[config.mk]
export PLATFORM = sky130hd
export DESIGN_NAME = disp_out_mux
export DESIGN_NICKNAME = d
export VERILOG_FILES = /design/src/rtl/disp_out_mux.sv
export SDC_FILE = /design/constraint.sdc
export NUM_CORES = 1
export LEC_CHECK = 0
export ABC_AREA = 1
export CORE_UTILIZATION = 30
export CTS_CLUSTER_SIZE = 8
export DETAILED_ROUTE_END_ITERATION = 12
export HOLD_SLACK_MARGIN = 0.08
export PLACE_DENSITY = 0.45
export SLEW_MARGIN = 5
export SYNTH_ARGS = -nofsm -noshare
export SYNTH_HDL_FRONTEND = slang
export SYNTH_SLANG_ARGS = --single-unit
export TNS_END_PERCENT = 10
[constraint.sdc]
create_clock -name clk -period 2.7 [get_ports clk]
set_input_delay 0.54 -clock clk [delete_from_list [all_inputs] [get_ports clk]]
set_output_delay 0.54 -clock clk [all_outputs]
set_load 0.01 [all_outputs]
[src/rtl/disp_out_mux.sv]
// disp_out_mux: time-multiplexed seven-segment display driver.
// Scans NUM_DIGITS digits, one REFRESH_DIV-cycle slot each. The first
// GHOST_CYCLES cycles of every slot are dead time with the anode off.
// Inputs are captured once per frame so a frame never mixes old and new data.
// Ports:
//   clk, rst_n   - clock (rising edge) and async active-low reset
//   enable_i     - 0 blanks all pins; the scan itself keeps running
//   data_i       - packed hex nibbles, digit i at [4i+3:4i], digit 0 rightmost
//   dp_i         - per-digit decimal point, 1 = lit
//   blank_i      - per-digit blank, 1 = anode never asserted
//   seg_o        - segments {g,f,e,d,c,b,a}
//   dp_o         - decimal-point segment
//   anode_o      - one-hot digit select when asserted
// Every output pin is asserted low when ACTIVE_LOW=1, high when 0.
module disp_out_mux #(
    parameter int unsigned NUM_DIGITS   = 4,
    parameter int unsigned REFRESH_DIV  = 100000,
    parameter int unsigned GHOST_CYCLES = 1000,
    parameter bit          ACTIVE_LOW   = 1'b1
) (
    input  logic                      clk,
    input  logic                      rst_n,
    input  logic                      enable_i,
    input  logic [4*NUM_DIGITS-1:0]   data_i,
    input  logic [NUM_DIGITS-1:0]     dp_i,
    input  logic [NUM_DIGITS-1:0]     blank_i,
    output logic [6:0]                seg_o,
    output logic                      dp_o,
    output logic [NUM_DIGITS-1:0]     anode_o
);

    localparam int unsigned PRE_W = (REFRESH_DIV > 1) ? $clog2(REFRESH_DIV) : 1;
    localparam int unsigned IDX_W = (NUM_DIGITS > 1) ? $clog2(NUM_DIGITS) : 1;

    localparam logic [PRE_W-1:0] PRE_LAST  = PRE_W'(REFRESH_DIV - 1);
    localparam logic [IDX_W-1:0] IDX_LAST  = IDX_W'(NUM_DIGITS - 1);
    localparam logic [PRE_W-1:0] GHOST_END = PRE_W'(GHOST_CYCLES);

    logic [PRE_W-1:0]          pre_cnt_q,    pre_cnt_d;
    logic [IDX_W-1:0]          digit_idx_q,  digit_idx_d;
    logic [4*NUM_DIGITS-1:0]   snap_data_q,  snap_data_d;
    logic [NUM_DIGITS-1:0]     snap_dp_q,    snap_dp_d;
    logic [NUM_DIGITS-1:0]     snap_blank_q, snap_blank_d;
    logic                      load_pending_q;
    logic [NUM_DIGITS-1:0]     anode_q,      anode_d;
    logic [6:0]                seg_q,        seg_d;
    logic                      dp_q,         dp_d;

    logic                      pre_wrap;
    logic                      snap_load;
    logic                      active;
    logic [3:0]                cur_nib;
    logic                      cur_dp;
    logic                      cur_blank;

    // Hex nibble to active-high gfedcba pattern.
    function automatic logic [6:0] hex_to_seg(input logic [3:0] nib);
        logic [6:0] s;
        case (nib)
            4'h0:    s = 7'h3F;
            4'h1:    s = 7'h06;
            4'h2:    s = 7'h5B;
            4'h3:    s = 7'h4F;
            4'h4:    s = 7'h66;
            4'h5:    s = 7'h6D;
            4'h6:    s = 7'h7D;
            4'h7:    s = 7'h07;
            4'h8:    s = 7'h7F;
            4'h9:    s = 7'h6F;
            4'hA:    s = 7'h77;
            4'hB:    s = 7'h7C;
            4'hC:    s = 7'h39;
            4'hD:    s = 7'h5E;
            4'hE:    s = 7'h79;
            default: s = 7'h71;
        endcase
        return s;
    endfunction

    // Prescaler, digit index, snapshot and next output values.
    always_comb begin
        pre_cnt_d    = pre_cnt_q;
        digit_idx_d  = digit_idx_q;
        snap_data_d  = snap_data_q;
        snap_dp_d    = snap_dp_q;
        snap_blank_d = snap_blank_q;
        anode_d      = '0;
        seg_d        = '0;
        dp_d         = 1'b0;
        cur_nib      = '0;
        cur_dp       = 1'b0;
        cur_blank    = 1'b0;

        pre_wrap = (pre_cnt_q == PRE_LAST);
        // Frame boundary coincides with the digit index wrapping to 0, so
        // digit 0 of every frame already shows the freshly captured inputs.
        snap_load = load_pending_q || (pre_wrap && (digit_idx_q == IDX_LAST));

        if (pre_wrap) begin
            pre_cnt_d   = '0;
            digit_idx_d = (digit_idx_q == IDX_LAST) ? '0 : digit_idx_q + IDX_W'(1);
        end else begin
            pre_cnt_d = pre_cnt_q + PRE_W'(1);
        end

        if (snap_load) begin
            snap_data_d  = data_i;
            snap_dp_d    = dp_i;
            snap_blank_d = blank_i;
        end

        // Select the current digit without a variable index, so that a
        // digit count that is not a power of two never reads out of range.
        for (int k = 0; k < NUM_DIGITS; k++) begin
            if (digit_idx_q == IDX_W'(k)) begin
                cur_nib   = snap_data_q[4*k +: 4];
                cur_dp    = snap_dp_q[k];
                cur_blank = snap_blank_q[k];
            end
        end

        active = enable_i && !cur_blank && (pre_cnt_q >= GHOST_END);

        for (int k = 0; k < NUM_DIGITS; k++) begin
            anode_d[k] = active && (digit_idx_q == IDX_W'(k));
        end
        seg_d = active ? hex_to_seg(cur_nib) : 7'h00;
        dp_d  = active && cur_dp;
    end

    // State and output registers; outputs hold the active-high view.
    always_ff @(posedge clk or negedge rst_n) begin
        if (!rst_n) begin
            pre_cnt_q      <= '0;
            digit_idx_q    <= '0;
            snap_data_q    <= '0;
            snap_dp_q      <= '0;
            snap_blank_q   <= '0;
            load_pending_q <= 1'b1;
            anode_q        <= '0;
            seg_q          <= '0;
            dp_q           <= 1'b0;
        end else begin
            pre_cnt_q      <= pre_cnt_d;
            digit_idx_q    <= digit_idx_d;
            snap_data_q    <= snap_data_d;
            snap_dp_q      <= snap_dp_d;
            snap_blank_q   <= snap_blank_d;
            load_pending_q <= 1'b0;
            anode_q        <= anode_d;
            seg_q          <= seg_d;
            dp_q           <= dp_d;
        end
    end

    // Board polarity applied at the pins.
    assign seg_o   = seg_q ^ {7{ACTIVE_LOW}};
    assign dp_o    = dp_q ^ ACTIVE_LOW;
    assign anode_o = anode_q ^ {NUM_DIGITS{ACTIVE_LOW}};

endmodule

* Yosys cells after proc, flatten, opt, wreduce, memory -nomap -nowiden *
Memory sizes are Yosys's and may differ from the RTL's.
Cells that the tools add are included.

operators by class
  $add $sub $neg = 2
  order comparisons = 1
  eq/ne operators = 4
  muxes and demuxes = 15
  bitwise gates (word level) = 3
  reductions and logical operators = 11

operators by type and width
  cell                     count
  $add A17 B1 Y17 const B  1
  $eq A17 B17 Y1 const B   1
  $ge A17 B10 Y1 const B   1
  $mux W17                 1
  $mux W4                  4
  $logic_and A1 B1 Y1      8
  $mux W1                  8
  $mux W7                  1
  $not A7 Y7               1
  $eq A2 B2 Y1 const B     2
  $not A4 Y4               1
  $add A2 B1 Y2 const B    1
  $eq A2 B1 Y1 const B     1
  $logic_not A2 Y1         1
  $mux W2                  1
  $logic_not A1 Y1         1
  $logic_or A1 B1 Y1       1
  $not A1 Y1               1

word-level totals
  flip-flop bits (word level) = 56
  ROM bits = 112
  bits of input ports = 27
  output and inout bits = 12
  logic and storage cells = 46
  memories = 1

memory list
  memory           depth  width  rd ports  clocked after Yosys merged registers in  wr ports  line  text
  (no name shown)  16     7      1         0                                        0         59    case (nib)

* Longest topological paths before layout *
  word-level depth = 9
  mapped depth = 15
  depth with buffers taken out = 14

* Worst setup path after synthesis *
Ideal clock, no wire load.

  kind = reg2reg
  start = register digit_idx_q[0]
  end = register seg_q[3]
  library setup time = 71 ps
  arrival = 1816 ps
  required time = 2629 ps
  path slack = 812 ps
  stages on the path, launching flop included = 11
  buffers on the path = 0
  period minus slack after synthesis = 1888 ps
  cells stage by stage = dfrtp_1 -> inv_1 -> ha_1 -> inv_2 -> nor2_1 -> nor2_1 -> a21boi_1 -> ha_1 -> o21ai_1 -> nor2_1 -> nor2_1

on the way
  cells in the longest elaborated chain, start to end = 9
  elaborated cells on any way between the ends = 17
  those cells by class = eq/ne: 3; mux: 9; reduce/logical: 4; memory: 1

ends and longest elaborated chain
  element                                                 line  text
  start, declared                                         40    logic [IDX_W-1:0] digit_idx_q, digit_idx_d;
  start signal, assigned                                  145   digit_idx_q <= digit_idx_d;
  branches (longest 8 deep; another with $mem_v2 Z16 W7)  n/a
  $mux W7 *                                               127   seg_d = active ? hex_to_seg(cur_nib) : 7'h00;
  via seg_d[3]                                            46    logic [6:0] seg_q, seg_d;
  end signal, assigned                                    151   seg_q <= seg_d;
  end, declared                                           46

Mark *: on every way through the listed nets, which the timed path passes.
A chain may end at the register's enable or synchronous reset.

* Worst setup path after layout *
Ends and elaborated chain as after synthesis.

==> metrics.cfg <==
[status]
outcome = complete, no violations

[worst_setup_path]
critical_path.cell_chain = inv_1 > ha_1 > inv_2 > nor2_1 > nor2_1 > a21boi_1 > ha_1 > o21ai_1 > nor2_1 > nor2_1
critPathLaunchType = register
worstPathRequired_ns = 2.95
r2r_start = digit_idx_q[0]
crit_type = reg2reg
crit_top_cell = nor2_1
cpMaxStageDelayCell = dfrtp_1
rrSetupSlack_ns = 0.48
cp.arrival_ns = 2.47
end_kind = register
worstPathMaxFanout = 7
r2r_end = seg_q[3]
max_stage_delay_ns = 0.44
ff2ff_path_depth = 10

[synth]
netlist_top_cells_count = nand2_1, inv_1, dfrtp_1, nand3_1, nor2_1
async_flop_share_pct = 100
ys_seq_area_share_pct = 46.0
yosysTopAreaCellShare_pct = 45.1
synthCells = 383
syn_nets = 422
yosysUniqueCellTypes = 34
yosys_warnings = 0
synth_top_flop_cell = dfrtp_1
yosys-top-cells-area = dfrtp_1, nand2_1, inv_1, nand3_1, ha_1
synth_seq_cells = 56
synth_top_area_cell = dfrtp_1
synth.most_common_cell = nand2_1
synth-edff-count = 0
synth_area_per_cell_um2 = 7.96
syn_area_mm2 = 0.00305

[cts]
clkSlewWorstSetupHoldPaths_ns = 0.11
post_cts_resize_count = 0
insertion_delay_ns = 0.31
cts_max_level = 2
numCtsBuffers = 5
cts.path.max_buffers = 2
cts_root_buf = clkbuf_8
cts_tree = yes
cts_setup_buffers = 0
cts_sinks = 56
ctsHoldBuffers = 0

[finish]
fin_util_pct = 37.1
multiInputGateArea_mm2 = 0.00135
drive_above_1_share_pct = 10.4
layout.cells.non_filler = 556
area_growth_pct = 19.4
insertedDiodeCount = 0
finalNetCount = 461
fillers = 1085
regArea_mm2 = 0.00140

[die]
die_area_mm2 = 0.0106
start_util_pct = 31.1
die_w_um = 103
fp-row-count = 36
core-area_mm2 = 0.00982
io_pins = 39
dieHeight_um = 103

[routing]
drc_errors = 0
num_vias = 2445
first_pass_iters = 4
drt-wirelength-per-cell_um = 11.9
wl_um = 6590
vias_per_cell = 4.40
drt-initial-drc-count = 135
detail-route-antenna-nets = 0

[global_routing]
grt_pass1_wl_um = 11300
grt_pass1_vias = 2304
grt_usage_pct = 13.9
grt_antenna_before_repair = 0
grt_max_degree = 28
grt_overflow_total = 0

[place]
pre_cts_slack_ns = 0.535
dp.final_hpwl_um = 5080
post-place-cells = 548
io_buffers = 38
routabilityCongestion = 0.874

[sta]
rsz0062_at_grt = no
tightestPinTransition_ns = 0.526
period_minus_slack_ns = 2.22
max_clock_freq_mhz = 451
fin_ws_ns = 0.482
drv_slew = 0
setup_viol = 0
setup_tns_ns = 0
hold_violations = 0
slew_headroom_pct = 64.9
final.setup_skew_ns = 0.00395
period_share_pct = 82.1

[flow_run]
max-cap-violations = 0

[power_and_ir_drop]
pwr_density_cell_mw_per_mm2 = 425
leakage_uw = 0.00178
peakVddDrop_v = 0.000225
power_uw = 1550

[min_path]
hold_path_class = in2async

layer usage:
layer | vias to the layer above | GRT usage, % | wire length (µm)
li1 | 1278 | - | -
met1 | 1110 | 20.4 | 3400
met2 | 49 | 21.1 | 2870
met3 | 8 | 2.44 | 243
met4 | 0 | 3.90 | 78
met5 | - | 0 | 0
cell usage in the layout, fill, tap and decap left out:
| cell type | count |
|---|---|
| nor3_4 | 1 |
| clkinvlp_4 | 2 |
| dfstp_2 | 1 |
| inv_4 | 1 |
| a21oi_1 | 13 |
| nor2_4 | 1 |
| nand4_1 | 7 |
| nand2_8 | 1 |
| nand2_2 | 12 |
| o21ai_1 | 3 |
| xor2_1 | 6 |
| inv_2 | 3 |
| nor3_1 | 4 |
| nor4_1 | 2 |
| nand3_1 | 41 |
| buf_4 | 3 |
| nand2_4 | 1 |
| o211ai_1 | 2 |
| buf_2 | 1 |
| clkbuf_8 | 5 |
| a21boi_0 | 1 |
| and3_1 | 1 |
| inv_1 | 56 |
| dfrtp_1 | 55 |
| o21ai_0 | 13 |
| nand2_1 | 94 |
| nor2_2 | 6 |
| clkinv_4 | 1 |
| nor2_1 | 29 |
| ha_1 | 12 |
| nand3b_1 | 1 |
| clkdlybuf4s50_1 | 37 |
| a21boi_1 | 1 |
| conb_1 | 1 |
| a21oi_2 | 5 |
cell families (layout without fill, tap and decap cells):
family | count (synthesis) | after routing | share of synthesized area, %
adders and majority gates | 12 | 12 | 4.92
other | 1 | 1 | 0.123
xor gates and xnor gates | 6 | 6 | 1.72
AOI/OAI and AO/OA | 38 | 38 | 7.18
DFF | 56 | 56 | 46.0
and+or+nand+nor | 201 | 201 | 30.4
buffers and inverters | 69 | 109 | 9.64
through the flow:
step	hold WS [ns]	cell area (µm²)
6_report	0.186	3640
5_1_grt	0.229	3640
4_1_cts	0.209	3640
3_5_place_dp	0.461	3550
3_3_place_gp	0.459	3550
2_1_floorplan	0.244	3050
worst max-delay path, delay by kind of cell (launching register included):
kind            cells  cell delay [ns]
flops               1             0.44
fa+ha+maj           2             0.59
compound gates      2             0.56
simple gates        4             0.33
buf+inv             2             0.23
worst max-delay path by stage:
stage | startpoint | endpoint | slack [ns] | depth (start not counted)
final | digit_idx_q[0] | seg_q[3] | 0.48 | 10
after CTS | digit_idx_q[0] | seg_q[3] | 0.50 | 10
after floorplan | digit_idx_q[0] | seg_q[3] | 0.81 | 10
after detailed placement | digit_idx_q[0] | seg_q[3] | 0.54 | 10
after global routing | digit_idx_q[0] | seg_q[3] | 0.23 | 10
after global placement | digit_idx_q[0] | seg_q[3] | 0.63 | 10
layout make-up:
| class | instances | area share (%) |
|---|---|---|
| Multi-Input combinational cell | 258 | 37.2 |
| Timing Repair Buffer | 41 | 10.9 |
| Tap cell | 133 | 4.57 |
| Clock buffer | 5 | 1.89 |
| Sequential cell | 56 | 38.5 |
| Inverter | 60 | 6.25 |
| Clock inverter | 3 | 0.653 |
flip-flops by register name (all words and copies together) (netlist names):
signal and count:
snap_data_q 16, load_pending_q 1, dp_q 1, snap_dp_q 4, pre_cnt_q 17, snap_blank_q 4
digit_idx_q 2, anode_q 4, seg_q 7
where the power goes:
part	switching [µW]	internal [µW]
registers	20.2	872
logic	103	77.8
clock network	290	185
(Power assumes the default switching activity.)
==> variant: new RTL, config.mk and constraints unchanged <==
Reset style: synchronous (`rst_n`), changed in one clocked block. Comments in the files are not updated.
--- a/src/rtl/disp_out_mux.sv
+++ b/src/rtl/disp_out_mux.sv
@@ -129,7 +129,7 @@
     end
 
     // State and output registers; outputs hold the active-high view.
-    always_ff @(posedge clk or negedge rst_n) begin
+    always_ff @(posedge clk) begin
         if (!rst_n) begin
             pre_cnt_q      <= '0;
             digit_idx_q    <= '0;
Function: same outputs for any inputs over 10 cycles, from zero or initial values and one cycle with rst_n low; that may be too few to reach the edited logic, so the function may still have changed.
==> variant against the original RTL <==
- cell area down 1.3%
- synthesized area fell by 2.3%
- total power grew 5.5%
- largest cell class is now multi-input gates
- largest power group unchanged
- non-clock buffer count is 3 higher
- core utilization is essentially flat
- worst setup slack gained 0.12 ns
- sequential cell count unchanged
- wire length grew 5.9%
==> variant: results <==
export IMPL_final_cell_count_no_fill=598
export IMPL_drt_first_iter_violations=73
export IMPL_run_status="finished, final reports clean"
export IMPL_multiInputCombCellCount=293
export IMPL_yosys_top_cells_area="sky130_fd_sc_hd__dfxtp_1, sky130_fd_sc_hd__nand2_1, sky130_fd_sc_hd__nand3_1, sky130_fd_sc_hd__inv_1, sky130_fd_sc_hd__nor2_1"
export IMPL_num_clock_buffers=6
export IMPL_first_pass_grt_wire_length_um=12000
export IMPL_yosys_top_cells_count="sky130_fd_sc_hd__nand2_1, sky130_fd_sc_hd__inv_1, sky130_fd_sc_hd__dfxtp_1, sky130_fd_sc_hd__nor2_1, sky130_fd_sc_hd__nand3_1"
export IMPL_footprint_of_the_multi_input_gates_um2=1530
export IMPL_synth_compound_area_share_pct=14.7
export IMPL_holdWs_ns=0.483
export IMPL_via_count=2668
export IMPL_power_static_leakage_uw=0.00144
export IMPL_synth_yosys_seq_area_share_pct=37.6
export IMPL_holdCritPathClass="reg2reg"
export IMPL_arrival_ns=2.31
export IMPL_power_ir_vdd_worst_mv=0.183
export IMPL_dp_final_hpwl_um=5030
export IMPL_final_setup_skew_ns=0.00418
export IMPL_inverters=64
export IMPL_critical_path_reg2reg_startpoint="digit_idx_q[0]"
export IMPL_power_switching_fraction_pct=24.9
export IMPL_reg2reg_setup_slack_ns=0.60
export IMPL_floorplan_core_area_um2=9680
export IMPL_postLayoutSetupSlackWorst_ns=0.603
export IMPL_placed_cells=590
export IMPL_flops_and_latches=56
variant: cell types whose count changed in the layout (fill, tap and decap cells not counted), moves of 5 or more:
cell,before,now
sky130_fd_sc_hd__a21oi_1,13,30
sky130_fd_sc_hd__a21oi_2,5,22
sky130_fd_sc_hd__dfrtp_1,55,0
sky130_fd_sc_hd__dfxtp_1,0,56
sky130_fd_sc_hd__nand2_1,94,78
sky130_fd_sc_hd__nand2_2,12,2
sky130_fd_sc_hd__nand3_1,41,52
sky130_fd_sc_hd__nor2_1,29,56
sky130_fd_sc_hd__nor2_2,6,1
sky130_fd_sc_hd__nor3_1,4,9
sky130_fd_sc_hd__xor2_1,6,0
variant: routing by layer:
metal	vias to the layer above	track usage, %	routed length [um]
met1	1192	18.5	3420
met4	0	3.12	57
li1	1433	-	-
met2	37	25.3	3270
met5	-	0	0
met3	6	3.52	240
